==> src/rtl/risc_core_mc.sv <==
// risc_core_mc -- small multi-cycle RISC core (FETCH / EXEC / MEM / HALT).
//
// Ports
//   clk          : single clock, all state updates on the rising edge
//   reset        : synchronous, active-high reset
//   instr_addr   : program counter, drives the instruction memory address
//   instr_data   : 16-bit instruction word, combinationally valid for instr_addr
//   data_req     : data-bus request, high for every MEM cycle
//   data_ready   : memory accepts/completes the transfer this cycle (MEM only)
//   data_write   : request is a store (data_req AND opcode SW)
//   data_addr    : load/store address, registered in EXEC
//   data_out     : store data, registered in EXEC
//   data_in      : load data, sampled when data_ready=1
//   halted       : core is in the HALT state
//   bus_err      : data-bus timeout occurred
//
// Optional feature: define RISC_CORE_MC_BUS_TIMEOUT_EN to abort a transfer
// after 16 consecutive MEM cycles without data_ready (sets bus_err, halts).
// Without it MEM waits indefinitely and bus_err is tied to 0.
module risc_core_mc #(
   parameter int DATA_W = 8,
   parameter int ADDR_W = 8
) (
   input  logic              clk,
   input  logic              reset,
   output logic [ADDR_W-1:0] instr_addr,
   input  logic [15:0]       instr_data,
   output logic              data_req,
   input  logic              data_ready,
   output logic              data_write,
   output logic [ADDR_W-1:0] data_addr,
   output logic [DATA_W-1:0] data_out,
   input  logic [DATA_W-1:0] data_in,
   output logic              halted,
   output logic              bus_err
);

   localparam logic [3:0] OP_ADD  = 4'b0000;
   localparam logic [3:0] OP_SUB  = 4'b0001;
   localparam logic [3:0] OP_LW   = 4'b0010;
   localparam logic [3:0] OP_SW   = 4'b0011;
   localparam logic [3:0] OP_BEQ  = 4'b0100;
   localparam logic [3:0] OP_JMP  = 4'b0101;
   localparam logic [3:0] OP_AND  = 4'b0110;
   localparam logic [3:0] OP_OR   = 4'b0111;
   localparam logic [3:0] OP_LI   = 4'b1000;
   localparam logic [3:0] OP_HALT = 4'b1111;

   typedef enum logic [1:0] {S_FETCH, S_EXEC, S_MEM, S_HALT} state_t;

   state_t             state, state_n;
   logic [ADDR_W-1:0]  pc, pc_n;
   logic [15:0]        ir;
   logic [DATA_W-1:0]  rf [4];

   logic               ir_ld;
   logic               mem_ld;
   logic               rf_we;
   logic [1:0]         rf_wa;
   logic [DATA_W-1:0]  rf_wd;

   // Instruction fields; R-type rs/rt share bit positions with I-type ra/rb
   logic [3:0]         op;
   logic [1:0]         f_rs, f_rt, f_rd;
   logic [7:0]         imm8;
   logic signed [7:0]  imm8_s;
   logic [DATA_W-1:0]  rs_val, rt_val;
   logic [ADDR_W-1:0]  pc_inc, pc_br, br_off, mem_addr;

   assign op     = ir[15:12];
   assign f_rs   = ir[11:10];
   assign f_rt   = ir[9:8];
   assign f_rd   = ir[7:6];
   assign imm8   = ir[7:0];
   assign imm8_s = signed'(imm8);

   // R0 reads as zero regardless of storage contents
   assign rs_val = (f_rs == 2'd0) ? '0 : rf[f_rs];
   assign rt_val = (f_rt == 2'd0) ? '0 : rf[f_rt];

   // Size casts zero-extend/truncate imm8; the signed cast sign-extends the branch offset
   assign pc_inc   = pc + ADDR_W'(1);
   assign br_off   = ADDR_W'(imm8_s);
   assign pc_br    = pc_inc + br_off;
   assign mem_addr = ADDR_W'(rs_val) + ADDR_W'(imm8);

`ifdef RISC_CORE_MC_BUS_TIMEOUT_EN
   logic [3:0] to_cnt;
   logic       berr_q;
   logic       berr_set;
   assign bus_err = berr_q;
`else
   assign bus_err = 1'b0;
`endif

   assign instr_addr = pc;
   assign data_req   = (state == S_MEM);
   assign data_write = data_req && (op == OP_SW);
   assign halted     = (state == S_HALT);

   always_comb begin
      state_n = state;
      pc_n    = pc;
      ir_ld   = 1'b0;
      mem_ld  = 1'b0;
      rf_we   = 1'b0;
      rf_wa   = f_rd;
      rf_wd   = '0;
`ifdef RISC_CORE_MC_BUS_TIMEOUT_EN
      berr_set = 1'b0;
`endif
      case (state)
         S_FETCH: begin
            ir_ld   = 1'b1;
            state_n = S_EXEC;
         end
         S_EXEC: begin
            state_n = S_FETCH;
            pc_n    = pc_inc;
            case (op)
               OP_ADD: begin rf_we = 1'b1; rf_wd = rs_val + rt_val; end
               OP_SUB: begin rf_we = 1'b1; rf_wd = rs_val - rt_val; end
               OP_AND: begin rf_we = 1'b1; rf_wd = rs_val & rt_val; end
               OP_OR:  begin rf_we = 1'b1; rf_wd = rs_val | rt_val; end
               OP_LI: begin
                  rf_we = 1'b1;
                  rf_wa = f_rt;
                  rf_wd = DATA_W'(imm8);
               end
               OP_BEQ: if (rs_val == rt_val) pc_n = pc_br;
               OP_JMP: pc_n = ADDR_W'(imm8);
               OP_LW, OP_SW: begin
                  mem_ld  = 1'b1;
                  pc_n    = pc;
                  state_n = S_MEM;
               end
               OP_HALT: begin
                  pc_n    = pc;
                  state_n = S_HALT;
               end
               default: ;
            endcase
         end
         S_MEM: begin
            if (data_ready) begin
               if (op == OP_LW) begin
                  rf_we = 1'b1;
                  rf_wa = f_rt;
                  rf_wd = data_in;
               end
               pc_n    = pc_inc;
               state_n = S_FETCH;
            end
`ifdef RISC_CORE_MC_BUS_TIMEOUT_EN
            // 16th consecutive not-ready cycle: give up, no write, PC kept
            else if (to_cnt == 4'd15) begin
               berr_set = 1'b1;
               state_n  = S_HALT;
            end
`endif
         end
         default: ;  // S_HALT is absorbing
      endcase
   end

   always_ff @(posedge clk) begin
      if (reset) begin
         state     <= S_FETCH;
         pc        <= '0;
         ir        <= '0;
         data_addr <= '0;
         data_out  <= '0;
         for (int i = 0; i < 4; i++) rf[i] <= '0;
`ifdef RISC_CORE_MC_BUS_TIMEOUT_EN
         to_cnt    <= '0;
         berr_q    <= 1'b0;
`endif
      end else begin
         state <= state_n;
         pc    <= pc_n;
         if (ir_ld) ir <= instr_data;
         if (rf_we && rf_wa != 2'd0) rf[rf_wa] <= rf_wd;
         if (mem_ld) begin
            data_addr <= mem_addr;
            data_out  <= rt_val;
         end
`ifdef RISC_CORE_MC_BUS_TIMEOUT_EN
         if (state == S_MEM && !data_ready) to_cnt <= to_cnt + 4'd1;
         else                               to_cnt <= '0;
         if (berr_set) berr_q <= 1'b1;
`endif
      end
   end

endmodule

==> config.mk <==
export PLATFORM = sky130hd
export DESIGN_NAME = risc_core_mc
export DESIGN_NICKNAME = d
export VERILOG_FILES = /design/src/rtl/risc_core_mc.sv
export SDC_FILE = /design/constraint.sdc
export NUM_CORES = 1
export LEC_CHECK = 0
export ABC_AREA = 1
export ABC_CLOCK_PERIOD_IN_PS = 3000
export CORE_MARGIN = 5
export CORE_UTILIZATION = 40
export DETAILED_ROUTE_END_ITERATION = 8
export PLACE_DENSITY = 0.66
export REMOVE_ABC_BUFFERS = 1
export SLEW_MARGIN = 10
export SYNTH_ARGS = -nofsm -noshare
export SYNTH_HDL_FRONTEND = slang
export SYNTH_SLANG_ARGS = --single-unit
==> constraint.sdc <==
create_clock -name clk -period 3 [get_ports clk]
set_input_delay 0.3 -clock clk [delete_from_list [all_inputs] [get_ports clk]]
set_output_delay 0.3 -clock clk [all_outputs]
set_load 0.01 [all_outputs]
---- Word level (Yosys, flattened, before mapping) ----
Memories as Yosys holds them, arrays and structs flattened. A register that Yosys moved wholly into a read port is not among the register bits.
Index checks and enable logic that the tools add are counted.
Widths: inputs -> output; s select.
word-level totals
  memories ................................ 1
  word-level logic and storage cells ...... 79
  RAM bits ................................ 32
  register bits after elaboration ......... 42
  input bits .............................. 27
memories
  memory  depth  width  read ports  clocked after memory_dff  wr ports  RTL line  text
  rf      4      8      2           2                         4         54        logic [DATA_W-1:0] rf [4];
operators by class
  add/subtract/negate cells ............... 5
  bitwise gates (word level) .............. 2
  muxes and demuxes ....................... 36
  reductions and logical operators ........ 15
  equality and inequality tests ........... 15
operator list
  kind                 count
  $mux 8               7
  $pmux 8 s5           1
  $pmux 8 s2           2
  $add 8x8->8          3
  $pmux 8 s3           1
  $mux 2               9
  $eq 4x3->1 const B   4
  $mux 1               12
  $add 8x1->8 const B  1
  $and 8x8->8          1
  $eq 4x2->1 const B   2
  $eq 4x4->1 const B   2
  $eq 8x8->1           1
  $or 8x8->8           1
  $pmux 2 s2           2
  $reduce_or 8->1      1
  $sub 8x8->8          1
  $logic_not 2->1      3
  $pmux 2 s3           1
  $reduce_or 5->1      1
  $eq 2x2->1 const B   2
  $eq 4x1->1 const B   1
  $logic_not 4->1      1
  $reduce_bool 2->1    2
  other kinds (10)     11

---- Longest topological paths before layout ----
Gate-level depths: netlist of the first run.
  word-level depth ........................ 11
  depth in mapped cells ................... 20
  depth with buffers taken out ............ 18

---- Worst setup path before layout of the first run ----
No wires, ideal clock.
  kind .................................... register to register
  start ................................... reg (tool-made name)
  end ..................................... reg pc[4], in the netlist instr_addr[4]
  path slack .............................. -0.078 ns
  data arrival time ....................... 2.957 ns
  cell stages (with the launch flop) ...... 14
  required time ........................... 2.878 ns
  library setup time ...................... 0.122 ns
  buffers on the path ..................... 2
  cell sequence ........................... dfxtp_1 > clkbuf_1 > clkbuf_1 > o211ai_1 > a21oi_1 > inv_1 > ha_1 > or2_2 > nor3_4 > nor2_1 > nor2_1 > o21ai_0 > o21ai_0 > a21oi_1
RTL lines
  item                  RTL line  text
  to (signal assigned)  180       pc <= pc_n;
  to (decl)             52        logic [ADDR_W-1:0] pc, pc_n;

==> results of run 1 <==
repair_timing:
action                     CTS  global route
setup buffers                0             3
resized for setup            1            13
setup endpoints to repair    4            30
hold buffers                 0             0
pin swaps                    0             5
metrics by stage:
| stage | utilization (%) | cells | total power [mW] | hold slack (ns) | worst slack (ns) |
|---|---|---|---|---|---|
| floorplan | - | 763 | 2.01 | 0.372 | 0.00666 |
| global placement | 47.1 | 1023 | 2.44 | 0.503 | 0.0325 |
| detailed placement | 47.1 | 1023 | 2.44 | 0.507 | -0.0132 |
| CTS | 49.5 | 1039 | 3.65 | 0.526 | 0.00687 |
| global route | 49.9 | 1042 | 3.89 | 0.524 | -0.00621 |
| finish | 49.9 | 1042 | 3.66 | 0.525 | 0.214 |
sequential cells by signal, indices dropped and copies added (netlist names), named ones only:
name / flops
data_addr: 8
rf: 32
instr_addr: 8
ir: 16
state: 2
data_out: 8
power by group through the flow:
stage | sequential, mW | clock, mW | combinational (mW)
after floorplan | 1.28 | 0 | 0.733
after global placement | 1.28 | 0 | 1.16
after detailed placement | 1.28 | 0 | 1.16
after CTS | 1.26 | 1.23 | 1.16
after global routing | 1.27 | 1.27 | 1.35
final | 1.26 | 1.20 | 1.20
per-layer routing:
metal | vias to the layer above | part of all wire [%] | track usage, %
met3 | 27 | 5.4 | 3.46
met1 | 2402 | 45 | 24.9
met4 | 0 | 2.0 | 6.49
met5 | - | 0 | 0
li1 | 2754 | - | -
met2 | 152 | 47 | 32.2
critical path: stages, from the launching register on:
cell and delay (ns):
dfxtp_1 0.32, buf_12 0.16, a21oi_1 0.14, o21ai_0 0.10, a21oi_1 0.18, inv_1 0.12
ha_1 0.36, or2_2 0.33, nor3_4 0.30, nor2_1 0.13, nor2_2 0.18, buf_4 0.13
o211ai_1 0.07, nand2_1 0.07, a21oi_1 0.05
kinds of logic (layout without fill, tap and decap cells):
kind of cell | after synthesis | in the layout | share of synthesized area [%]
compound gates | 215 | 215 | 21.2
xor+xnor | 10 | 10 | 1.57
fa+ha+maj | 46 | 46 | 10.8
buf+inv | 148 | 220 | 10.2
flops | 78 | 78 | 33.7
other cells | 1 | 9 | 0.0671
simple gates | 284 | 284 | 22.4
layout by cell type, fill, tap and decap left out, types with 19 or more instances in the layout:
cell type	instances
nand2_1	143
inv_1	110
a21oi_1	85
o21ai_0	82
nor2_1	58
clkdlybuf4s50_1	53
dfxtp_1	44
nand3_1	41
ha_1	39
edfxtp_1	32
buf_4	28
o211ai_1	19
synth_stat cells (2+ instances only):
cell / number
a21oi_1: 88
a22oi_1: 2
a31oi_1: 2
buf_2: 5
clkbuf_1: 20
dfxtp_1: 46
edfxtp_1: 32
fa_1: 4
ha_1: 42
inv_1: 111
inv_2: 8
nand2_1: 143
nand2_2: 5
nand3_1: 41
nand3_2: 2
nand3b_1: 2
nand4_1: 11
nor2_1: 60
nor2_2: 7
nor2_4: 2
nor3_1: 6
nor3_4: 2
o211ai_1: 19
o21ai_0: 83
o21bai_1: 8
o22ai_1: 7
or2_2: 2
xnor2_1: 2
xor2_1: 8
path summary, 6_finish.rpt:
path | start | end | slack (ns) | cells after the start
setup reg to reg | flop | instr_addr[5] | 0.21 | 14
hold reg to reg | data_addr[0] | data_addr[0] | 0.53 | 2
hold / removal | data_addr[0] | data_addr[0] | 0.53 | 2
setup / recovery | flop | instr_addr[5] | 0.21 | 14
layout make-up:
class	instances	area, um2
fillers	1375	6900
multi-input cells	564	3200
flip-flops and latches	78	1880
repair buffers	83	781
inverters	121	457
clock buffers	11	246
well taps	180	225
clock inverters	5	82.6
==> results by group, run 1 <==
Setup path
  • CP endpoint kind: flop
  • WS Path Type: flop to flop
  • Worst-path maximum fanout: 32
  • Critical Path Start Type: flop
  • Worst Path Arrival: 3.00 ns
  • Critical Path RT: 3.21 ns

Timing
  • Min Tclk post-route: 2.79 ns
  • Max Freq: 0.359 GHz
  • Final setup skew: 0.00525 ns
  • Setup-failing EPs final: 0
  • Setup TNS: 0 ns
  • Final Hold Vio Count: 0
  • Slew HR: 53.7%
  • Worst-margin pin slew: 0.694 ns
  • Max-slew violation count: 0
  • Tcrit/Tclk final: 92.9%

Synthesis
  • Seq cells post-synth: 78
  • EDFF count, synth: 32
  • Yosys warns: 0
  • Post-Syn Area: 0.00559 mm2
  • Ys async rst share: 0%
  • Leading area contributor after synthesis: edfxtp_1
  • Syn avg cell area: 7.15 um2
  • Gate count after technology mapping: 782
  • Sequential fraction of the synthesis area: 33.7%
  • Yosys top cell area share: 17.2%
  • Synth Flop Type: dfxtp_1
  • Yosys cell types: 41
  • Top post-synthesis cells by area: edfxtp_1, dfxtp_1, nand2_1

Status
  • Status: complete, no violations

Final layout
  • N_diodes: 0
  • Final net count: 930
  • Post-Layout Inst Area: 0.00687 mm2
  • Area Growth Syn to Fin: 23.0%
  • Share of layout cells above drive strength 1: 10.3%

Clock network
  • CTS Root Cell: clkbuf_16
  • # H-tree levels: 3
  • Reg clk slew, reported paths: 0.06 ns
  • CTS tree: yes
  • Buffer depth of the longest clock path: 2
  • Num CTS Buffers: 9
  • Worst-Skew Late Latency: 0.34 ns
  • Clk sinks: 78

Power and ir drop
  • Switch share: 34.1%
  • Combinational power share: 32.7%
  • Clock power share: 32.8%
  • Lkg Pwr: 3.05 nW
  • Power Density: 533 mW/mm2
  • Seq pwr share: 34.5%
  • Internal power: 2.41 mW
  • Switching pwr: 1.25 mW
  • Max rail drop VDD: 0.000341 V

GRT
  • First-pass GRT wire length: 25200 um
  • Initial antenna violation count: 0
  • Total track usage: 19.2%
  • Total grt overflow: 0
  • Largest net degree at the start of global routing: 42
  • Vias in the first global route: 5144

Run
  • Max cap viols: 0

Drt
  • Routed Antenna Nets: 0
  • # DRC: 0
  • Vias: 5335
  • Initial DRC Count: 361
  • TritonRoute pass-1 iters: 5
  • Per-cell routed wire length: 14.8 um
  • Final WL: 15400 um
  • Via/cell ratio: 5.12

Floorplanning
  • Die width: 128 um
  • Die ar.: 0.0164 mm2
  • Die height: 128 um
  • Core Area: 0.0138 mm2
  • Ports: 55
  • Initial Util: 40.6%
  • # rows: 43

Placed design
  • PortBufs: 53
  • HPWL after DPL: 12000 um
  • Gpl congestion: 0.952
  • Dpl cell area: 0.00649 mm2

Worst hold path
  • Min-delay worst type: flop to flop
No activity file was read; power rests on OpenSTA's default activity.
==> run 2: changes to the inputs <==
--- a/config.mk
+++ b/config.mk
@@ -7,7 +7,6 @@
 export LEC_CHECK = 0
 export ABC_AREA = 1
 export ABC_CLOCK_PERIOD_IN_PS = 3000
-export CORE_MARGIN = 5
 export CORE_UTILIZATION = 40
 export DETAILED_ROUTE_END_ITERATION = 8
 export PLACE_DENSITY = 0.66
==> results by group, run 2 (synthesis results as in run 1) <==
Status
  • Status: complete, no violations

Clock network
  • Clk sinks: 78
  • CTS Root Cell: clkbuf_16
  • Buffer depth of the longest clock path: 2
  • # H-tree levels: 3
  • Num CTS Buffers: 9
  • CTS tree: yes
  • Reg clk slew, reported paths: 0.06 ns
  • Worst-Skew Late Latency: 0.35 ns

Drt
  • Vias: 5387
  • Routed Antenna Nets: 0
  • Per-cell routed wire length: 14.6 um
  • Initial DRC Count: 265
  • Via/cell ratio: 5.15
  • Final WL: 15300 um
  • # DRC: 0
  • TritonRoute pass-1 iters: 4

Placed design
  • Gpl congestion: 0.967
  • Dpl cell area: 0.00657 mm2
  • HPWL after DPL: 11900 um
  • DP Worst Slack: 0.104 ns
  • PortBufs: 53

GRT
  • Vias in the first global route: 5032
  • Initial antenna violation count: 0
  • Total track usage: 22.2%
  • Largest net degree at the start of global routing: 38
  • First-pass GRT wire length: 24800 um
  • Total grt overflow: 0

Setup path
  • R2R depth: 15
  • Reg2reg end: rf[3][7]
  • R2R Setup Slk: 0.21 ns
  • Critical Path RT: 3.10 ns
  • WS Path Type: flop to flop
  • Critical Path Start Type: flop
  • CP endpoint kind: flop
  • CP Capture Point: rf[3][7]
  • Worst-path maximum fanout: 32
  • Worst Path Arrival: 2.89 ns

Timing
  • Max Freq: 0.358 GHz
  • Max-slew violation count: 0
  • Slew HR: 60.9%
  • Setup-failing EPs final: 0
  • Worst-margin pin slew: 0.583 ns
  • Tcrit/Tclk final: 93.0%
  • Final Hold Vio Count: 0
  • Final setup skew: 0.00498 ns
  • Min Tclk post-route: 2.79 ns
  • RSZ-0062 raised after global routing: yes
  • Final WS setup: 0.210 ns

Final layout
  • Top flop regs: rf: 32 flops, ir: 16 flops
  • Final core occ: 51.1%
  • Post-Layout Inst Area: 0.00688 mm2
  • Leading cell type in the layout, fill and taps excluded: nand2_1
  • Most frequent cells in the layout: nand2_1, inv_1, a21oi_1
  • N_diodes: 0
  • Final net count: 939
  • Share of layout cells above drive strength 1: 10.8%
  • Area Growth Syn to Fin: 23.0%
  • Register with the most flip-flops: rf
  • Largest register FFs: 32

Worst hold path
  • Min-delay worst type: flop to flop
  • Hold wc startpoint: data_addr[0]

Power and ir drop
  • Lkg Pwr: 3.06 nW
  • Power Density: 507 mW/mm2
  • Total power: 3.49 mW
  • Max rail drop VDD: 0.000304 V

Floorplanning
  • # rows: 42
  • Die width: 120 um
  • Die height: 120 um
  • Core Area: 0.0135 mm2
  • Die ar.: 0.0144 mm2
  • Ports: 55
  • Initial Util: 41.5%

Run
  • Max cap viols: 0
run 2: cell count changes in the layout (fill, tap and decap cells not counted), sizes merged:
cell and change:
buf +9, bufinv -2, clkbuf -1, clkinv +1, clkinvlp +2
run 2: per-layer routing:
| metal | up-vias | share of wire (%) | routed length, um | GRT usage, % |
|---|---|---|---|---|
| met5 | - | 0 | 0 | 0 |
| li1 | 2768 | - | - | - |
| met2 | 119 | 47 | 7200 | 36.0 |
| met3 | 30 | 4.1 | 630 | 3.87 |
| met4 | 0 | 2.7 | 410 | 9.14 |
| met1 | 2470 | 46 | 7080 | 29.2 |
run 2: final cells by class:
cell class,count,area (um2)
Timing Repair Buffer,92,848
Tap cell,176,220
Inverter,121,457
Sequential cell,78,1880
Fill cell,1399,6580
Clock buffer,10,229
Clock inverter,6,38.8
Multi-Input combinational cell,564,3200
run 2: power breakdown:
group	switching, mW	total, mW	internal, mW
Clock	0.449	1.00	0.556
Combinational	0.732	1.23	0.494
Sequential	0.0757	1.26	1.18
Total	1.26	3.49	2.23
run 2: how the worst min path moves through the flow:
stage / end / slack (ns) / depth (start not counted)
2_1_floorplan: state[0] / 0.37 / 1
3_3_place_gp: data_addr[0] / 0.50 / 2
3_5_place_dp: data_addr[0] / 0.51 / 2
4_1_cts: ir[15] / 0.53 / 3
5_1_grt: ir[10] / 0.56 / 3
6_report: data_addr[0] / 0.53 / 2
run 2: through the flow:
| step | hold WS [ns] | TNS (ns) | std cells |
|---|---|---|---|
| after floorplan | 0.372 | 0 | 763 |
| after global placement | 0.503 | 0 | 1030 |
| after detailed placement | 0.507 | 0 | 1030 |
| after CTS | 0.525 | 0 | 1046 |
| after global routing | 0.561 | -0.0294 | 1047 |
| final | 0.525 | 0 | 1047 |
run 2: what timing repair did:
| item | in CTS | in global routing |
|---|---|---|
| hold buffers | 0 | 0 |
| endpoints found under the hold margin | 0 | 0 |
| setup buffers | 0 | 1 |
| endpoints found under the setup margin | 0 | 26 |
| gates resized for setup | 0 | 10 |
run 2: critical path, stage by stage (launching register included):
cell and delay, ns:
dfxtp_1 0.32, buf_12 0.16, a21oi_1 0.14, o21ai_0 0.09, a21oi_1 0.25, inv_1 0.10
ha_1 0.34, buf_4 0.18, inv_1 0.13, nor3_1 0.07, nor2_1 0.21, nand3_1 0.10
nand3_1 0.09, nand3_1 0.09, nand2_1 0.16, a21oi_1 0.08
==> run 3: changes to the inputs <==
--- a/config.mk
+++ b/config.mk
@@ -9,7 +9,8 @@
 export ABC_CLOCK_PERIOD_IN_PS = 3000
 export CORE_UTILIZATION = 40
 export DETAILED_ROUTE_END_ITERATION = 8
-export PLACE_DENSITY = 0.66
+export DONT_BUFFER_PORTS = 1
+export PLACE_DENSITY = 0.6
 export REMOVE_ABC_BUFFERS = 1
 export SLEW_MARGIN = 10
 export SYNTH_ARGS = -nofsm -noshare
==> results by group, run 3 (synthesis results as in run 1) <==
Status
  • Status: complete, no violations

Drt
  • # DRC: 0
  • TritonRoute pass-1 iters: 5
  • Via/cell ratio: 5.44
  • Per-cell routed wire length: 16.5 um
  • Vias: 5371
  • Final WL: 16300 um
  • Initial DRC Count: 377
  • Routed Antenna Nets: 0

Timing
  • Max-slew violation count: 0
  • Slew HR: 52.8%
  • Final WS setup: 0.190 ns
  • Max Freq: 0.356 GHz
  • Worst-margin pin slew: 0.707 ns
  • Final Hold Slack: 0.0273 ns
  • RSZ-0062 raised after global routing: no
  • Final Hold Vio Count: 0
  • Setup-failing EPs final: 0
  • Final setup skew: 0.00983 ns
  • Min Tclk post-route: 2.81 ns
  • Tcrit/Tclk final: 93.7%

GRT
  • Total grt overflow: 0
  • First-pass GRT wire length: 26300 um
  • Initial antenna violation count: 0
  • Largest net degree at the start of global routing: 42
  • Vias in the first global route: 5174
  • Total track usage: 23.6%

Floorplanning
  • Core Area: 0.0135 mm2
  • Die height: 120 um
  • Die ar.: 0.0144 mm2
  • Die width: 120 um
  • Initial Util: 41.5%
  • # rows: 42
  • Ports: 55

Placed design
  • DP Worst Slack: -0.168 ns
  • HPWL after DPL: 12500 um
  • Dpl cell area: 0.00599 mm2
  • Placed cell count: 971
  • PortBufs: 0
  • Gpl congestion: 0.989

Clock network
  • # H-tree levels: 3
  • Num CTS Buffers: 9
  • Clk sinks: 78
  • CTS tree: yes
  • Reg clk slew, reported paths: 0.06 ns
  • CTS Root Cell: clkbuf_16
  • Worst-Skew Late Latency: 0.35 ns
  • Buffer depth of the longest clock path: 2

Setup path
  • CP endpoint kind: flop
  • Worst-path maximum fanout: 32
  • Worst Path Arrival: 2.91 ns
  • CP max stage cell: fa_1
  • Crit path largest cell delay: 0.40 ns
  • Worst path most repeated cell: nand2_1
  • WS Path Type: flop to flop
  • Critical Path RT: 3.10 ns
  • Critical Path Start Type: flop
  • Worst path cell trace: buf_12, a21oi_1, o21ai_0, a21oi_2, inv_1, ha_1, fa_1, inv_1, nand2_1, a31oi_1, nand3b_1, nand2_1, nand2_1, nand2_1, nor2_2, nand2_1, inv_1

Final layout
  • Largest register FFs: 32
  • Most frequent cells in the layout: nand2_1, inv_1, a21oi_1, o21ai_0, nor2_1
  • Cell Count, Final, Fillers Out: 988
  • Share of layout cells above drive strength 1: 11.3%
  • Area Growth Syn to Fin: 13.3%
  • Top flop regs: rf: 32 flops, ir: 16 flops
  • Leading cell type in the layout, fill and taps excluded: nand2_1
  • Register with the most flip-flops: rf
  • Final net count: 880
  • Post-Layout Inst Area: 0.00633 mm2
  • Fill cell count: 1442
  • N_diodes: 0

Power and ir drop
  • Lkg Pwr: 2.85 nW
  • Power Density: 558 mW/mm2
  • Max rail drop VDD: 0.000314 V

Run
  • Max cap viols: 0

Worst hold path
  • Min-delay worst type: input pin to flop
## run 3: routing by layer
metal	global-route usage, %	up-vias	wire length [um]	share of wire (%)
met5	0	-	0	0
met4	10.3	0	512	3.1
met3	4.01	36	1080	6.6
met2	38.6	190	7570	46
met1	30.6	2494	7130	44
li1	-	2651	-	-
## run 3: layout make-up
| cell class | count | area (um2) | share of cell area, % |
|---|---|---|---|
| Multi-Input combinational cell | 564 | 3200 | 50.5 |
| Sequential cell | 78 | 1890 | 29.8 |
| Inverter | 121 | 457 | 7.21 |
| Timing Repair Buffer | 33 | 273 | 4.31 |
| Clock buffer | 10 | 229 | 3.62 |
| Tap cell | 176 | 220 | 3.48 |
| Clock inverter | 6 | 70.1 | 1.11 |
## run 3: worst paths after layout
path           from  endpoint  slack [ns]  depth (start not counted)
min           reset  state[0]        0.03                          1
max            flop  rf[1][2]        0.19                         17
max reg2reg    flop  rf[1][2]        0.19                         17
min reg2reg  ir[11]      flop        0.54                          2
## run 3: critical path, delay by kind of cell (launching register included)
family | cells | cell delay, ns
adders and majority gates | 2 | 0.62
DFF | 1 | 0.32
buffers and inverters | 4 | 0.40
AOI/OAI and AO/OA | 4 | 0.66
and+or+nand+nor | 7 | 0.55
## run 3: where the power goes
group	total, mW	switching [mW]	internal (mW)
clock	1.13	0.475	0.653
combinational	1.13	0.717	0.416
sequential	1.28	0.0959	1.18
total	3.54	1.29	2.25
## run 3: metrics by stage
| step | util, % | power, mW | TNS [ns] |
|---|---|---|---|
| after floorplan | - | 2.01 | 0 |
| after global placement | 44.5 | 2.39 | -0.479 |
| after CTS | 46.8 | 3.53 | 0 |
| final | 47.1 | 3.54 | 0 |
| after global routing | 47.1 | 3.75 | 0 |
| after detailed placement | 44.5 | 2.40 | -0.685 |
## run 3: what timing repair did
item / CTS / global route
resized for setup: 1 / 12
pin swaps: 0 / 1
setup buffers: 0 / 1
hold buffers: 0 / 0
setup endpoints to repair: 14 / 28
==> patch 1: new RTL, config.mk and constraints of run 3 <==
Reset style: asynchronous (`reset`), changed in one clocked block. Comments in the files are not updated.
--- a/src/rtl/risc_core_mc.sv
+++ b/src/rtl/risc_core_mc.sv
@@ -163,7 +163,7 @@
       endcase
    end
 
-   always_ff @(posedge clk) begin
+   always_ff @(posedge clk or posedge reset) begin
       if (reset) begin
          state     <= S_FETCH;
          pc        <= '0;
Formal check against the unedited RTL: differs if reset is asserted again (counterexample within 4 cycles, from zero or initial values and one cycle with reset high); with reset held inactive, the same outputs for 4 cycles.
==> patch 1 against run 3 <==
  * The run now ends with negative hold slack left
  * Routed wire length shrank 0.88%
  * Design area grew 2.1%
  * Cell count shrank 0.51%
  * Setup slack lost 9.6 ps
  * Critical path depth is the same
  * Sequential cell count shrank 4
  * Area after synthesis shrank 1.5%
  * Largest cell class unchanged
Power is not compared: it rests on default switching activity, and its combinational part moved more than twofold at a synthesized area within 25%.
==> patch 1: results (changes against run 3) <==
** Status
- Run status :: finished, violations left
- Violated checks :: negative hold slack

** Setup path
- Crit path max-delay cell type :: dfrtp_2
- Worst endpoint data arrival time :: 3070 ps (+160 ps)
- The worst stage delay on the critical path came to 370 ps (-30 ps).
- The endpoint identified for the worst register-to-register timing path is instr_addr[6].

** Place
- The total half-perimeter wirelength after legalization and detailed placement was 12,340 um (-1.5%).
- Area of placed instances :: 5929 um2 (-1.0%)
- Weighted congestion at the end of routability-driven global placement :: 0.9932 (+0.47%)
- The cell count after placement is 956 (-1.5%).
- Place WS :: -9.211 ps (+158.7 ps)

** Layout
- Layout Cells excl Fill :: 983 (-0.51%)
- The number of nets at the end of the flow came to 873 (-0.80%).
- Proportion of layout cells with a drive suffix above 1 :: 17.35% (+6.0 points)

** Drt
- The count of routing violations after the opening detailed-route iteration was 460 (+22%).
- Iteration count of the initial detailed-routing pass :: 6 (+1)
- Total number of vias :: 5,272 (-1.8%)

** Yosys
- The complex-gate fraction of the synthesized area was 19.38% (-1.9 points).
- Proportion of synthesized area in mux cells :: 0.2047% (+0.20 points)
- The fraction of registers with async set/reset is 100.0% (+100 points).
- The xor and xnor fraction of the mapped netlist area was 2.070% (+0.50 points).
- Sequential cell area fraction in the yosys report :: 33.66% (about the same)
- Main flop type after synthesis :: dfrtp_1
- The post-synthesis share of cell area spent on full adders, half adders and majority gates was 10.55% (-0.28 points).
- Ranked by instance count, the synthesized netlist is headed by nand2_1, inv_1, o21ai_0.

** STA
- The worst setup skew after layout is 7.027 ps (-2.802 ps).
- Hold slack :: -43.56 ps (-70.86 ps)
- Final hold violation count :: 34 (+34)

** Global route
- The overall routing resource usage is 23.38% (-0.27 points).
- The via count of the first global-routing pass is 4,977 (-3.8%).
- The first-pass GRT wire length came to 25,650 um (-2.4%).
- The maximum number of pins on one net before global-route repair was 41 (-2.4%).
[patch 1: changes by cell type after synthesis, sizes merged, moves of 7 or more]
cell | before | now
nand2 | 148 | 203
dfxtp | 46 | 0
nor2 | 69 | 43
dfrtp | 0 | 74
o21ai | 85 | 98
nand4 | 11 | 2
o21bai | 8 | 0
edfxtp | 32 | 0
o211ai | 19 | 12
a21oi | 88 | 54
inv | 120 | 110
[patch 1: area by class of cell]
cell class,count,area share (%)
multi-input combinational,548,49.18
sequential,74,28.70
timing repair buffer,58,7.122
inverter,111,6.522
clock buffer,10,3.697
tap,176,3.406
clock inverter,6,1.374
[patch 1: worst max-delay path by stage]
stage | startpoint | endpoint | slack, ps | depth (start not counted)
2_1_floorplan | ir[10] | rf[22] | -70 | 19
3_3_place_gp | ir[10] | instr_addr[5] | 30 | 15
3_5_place_dp | ir[10] | instr_addr[5] | -9 | 15
4_1_cts | ir[10] | instr_addr[5] | 60 | 16
5_1_grt | ir[10] | rf[5] | -20 | 19
6_report | ir[8] | instr_addr[6] | 180 | 17
[patch 1: kinds of logic after synthesis]
family,count (synthesis)
DFF,74
other,1
xor gates and xnor gates,13
adders and majority gates,44
buffers and inverters,144
AOI/OAI and AO/OA,188
and+or+nand+nor,301
muxes,1
[patch 1: metal layers]
layer | global-route usage (%) | up-vias | wire (um)
met4 | 8.386 | 0 | 300
met1 | 31.89 | 2478 | 7376
met3 | 4.502 | 28 | 969
met5 | 0 | - | 0
li1 | - | 2570 | -
met2 | 36.66 | 196 | 7502
[patch 1: worst reg2reg max path: cells and delay by family, from the launching register on]
kind | cells | cell delay [ps]
fa+ha+maj | 1 | 220
flops | 1 | 370
buf+inv | 7 | 910
compound gates | 3 | 640
simple gates | 6 | 570
[patch 1: timing repair]
item,4_1_cts,5_1_grt
pin swaps,0,9
buffers inserted,0,11
endpoints found under the setup margin,5,22
resized for setup,3,39
[patch 1: power breakdown]
group	leakage, nW	switching (mW)	internal, mW
Combinational	2.05	3.56	2.33
Sequential	0.959	0.462	1.37
Clock	0.155	0.458	0.752
[patch 1: through the flow]
step | hold slack [ps] | util [%] | TNS (ps)
4_1_cts | 0.02659 | 46.91 | 0
2_1_floorplan | 353.7 | - | -207.3
5_1_grt | 34.93 | 48.43 | -30.59
6_report | -43.56 | 48.43 | 0
3_5_place_dp | 368.4 | 44.42 | -9.211
3_3_place_gp | 367.9 | 44.42 | 0
==> patch 2: new RTL, settings of run 3 <==
Without the edit above. Set the parameter `ADDR_W` to 9 (it was 8).
--- a/src/rtl/risc_core_mc.sv
+++ b/src/rtl/risc_core_mc.sv
@@ -19,7 +19,7 @@
 // Without it MEM waits indefinitely and bus_err is tied to 0.
 module risc_core_mc #(
    parameter int DATA_W = 8,
-   parameter int ADDR_W = 8
+   parameter int ADDR_W = 9
 ) (
    input  logic              clk,
    input  logic              reset,
Ports: changed (resized data_addr and instr_addr); port bits go from 55 to 57. No check against the original RTL was run, so the function may have changed too.
==> patch 2 against run 3 <==
  * Design area increased by 5.9%
  * Critical endpoint is now instr_addr[3]
  * Largest power group is now clock
  * Area after synthesis increased by 5.7%
  * Setup slack got worse by 17 ps
  * Total power increased by 8.5%
  * Routed wire length increased by 0.39%
  * Count of clock-buffer cells in the layout increased by 1
  * Cell count increased by 5.1%
  * Sequential cell count increased by 2
==> patch 2: results (changes against run 3) <==
** Status
- Run status :: completed

** Place
- Area of placed instances :: 6332 um2 (+5.7%)
- Weighted congestion at the end of routability-driven global placement :: 0.9800 (-0.87%)
- The cell count after placement came to 1,022 (+5.3%).
- Half-perimeter wire length after detailed placement :: 12,560 um (+0.30%)

** Global route
- The via count of the first global-routing pass was 4,982 (-3.7%).
- Global-route met3 utilization :: 4.889% (+0.88 points)
- Global-route usage over all layers :: 22.76% (-0.88 points)
- The first-pass GRT wire length is 25,980 um (-1.2%).
- Maximum number of pins on one net before global-route repair :: 34 (-19%)
- Met2 demand-to-capacity share in global routing :: 36.00% (-2.7 points)

** STA
- Post-route clock skew :: 6.321 ps (-3.508 ps)
- Slew HR :: 53.61% (+0.78 points)

** Drt
- The count of routing violations after the opening detailed-route iteration is 387 (+2.7%).
- The total routed wirelength is 16,360 um (+0.39%).
- Final routed wire length divided by cell count :: 15.76 um (-4.4%)

** Yosys
- Mean post-synth cell area :: 7.158 um2 (+0.18%)
- The number of unique standard cell types used by synthesis is 48 (+17%).
- Ranking of synthesized cells by area :: dfxtp_1, edfxtp_1, ha_1
- The area fraction of the dominant cell type after synthesis is 16.27% (-0.93 points).
- The commonest cells after synthesis are nand2_1, inv_1, a21oi_1.

** Pwr
- The static leakage power was 3.097 nW (+8.6%).
- The largest vdd supply drop came to 0.3349 mV (+6.8%).
- The cell internal power dissipation was 2.543 mW (+13%).

** Setup path
- Worst endpoint data arrival time :: 3110 ps (+200 ps)

** Layout
- The number of nets at the end of the flow came to 924 (+5.0%).
-- patch 2: cell count changes in the layout (fill, tap and decap cells not counted), moves of 4 or more --
cell | before | now
nand2_2 | 5 | 9
nand3_1 | 41 | 48
nand2_4 | 0 | 4
a21oi_1 | 83 | 101
a21oi_2 | 5 | 1
o22ai_1 | 7 | 3
o21bai_1 | 8 | 3
nor3_1 | 6 | 0
-- patch 2: final cells by class --
cell class / count / area [um2]
clock buffer: 11 / 232.7
clock inverter: 5 / 128.9
fill: 1524 / 7772
inverter: 126 / 479.2
multi-input combinational: 596 / 3402
sequential: 80 / 1926
tap: 184 / 230.2
timing repair buffer: 36 / 307.8
-- patch 2: worst paths after layout --
kind | startpoint | slack (ps) | end | depth (start not counted)
worst max register to register | flip-flop | 170 | instr_addr[3] | 15
worst min register to register | ir[10] | 530 | flip-flop | 2
worst min-delay path | reset | 30 | instr_addr[8] | 1
worst max-delay path | flip-flop | 170 | instr_addr[3] | 15
-- patch 2: critical path, stage by stage, from the launching register on --
cell     delay [ps]
dfxtp_1         320
buf_12          160
a21oi_1         140
o21ai_0         100
a21oi_1         230
inv_1           120
ha_1            370
nor2_1          250
nand3_1         140
nor2_2          180
buf_12          160
nand2_1          60
o22a_1          140
o21ai_0         150
nand2_1          70
a21oi_1         140
-- patch 2: routing by layer --
metal  up-vias  part of all wire, %
met1      2429                   47
li1       2789                    -
met2       145                   45
met5         -                    0
met4         0                  2.2
met3        29                  5.4
-- patch 2: through the flow --
stage / total power [mW] / setup slack, ps
final: 3.836 / 173.4
after global routing: 4.050 / 4.345
after CTS: 3.844 / 97.28
after detailed placement: 2.475 / 120.3
after global placement: 2.474 / 128.4
after floorplan: 2.081 / 115.2
-- patch 2: repair_timing --
item,in CTS,in global routing
gates resized for setup,0,7
hold buffers,0,0
setup endpoints to repair,0,25
-- patch 2: cells by family (layout without fill, tap and decap cells) --
family | after synthesis | count (layout) | share of synthesized area [%]
XOR/XNOR | 8 | 8 | 1.186
AO/OA/AOI/OAI | 225 | 225 | 20.83
other | 1 | 9 | 0.06350
buffers and inverters | 157 | 178 | 10.51
adder cells (fa/ha/maj) | 48 | 48 | 10.68
flip-flops | 80 | 80 | 32.54
AND/OR/NAND/NOR | 306 | 306 | 24.19
-- patch 2: power by group through the flow --
stage	clock [mW]	combinational, mW	sequential, mW
after detailed placement	0	1.14	1.33
after floorplan	0	0.767	1.31
final	1.36	1.17	1.31
after global routing	1.41	1.32	1.32
after CTS	1.38	1.15	1.31
after global placement	0	1.14	1.33
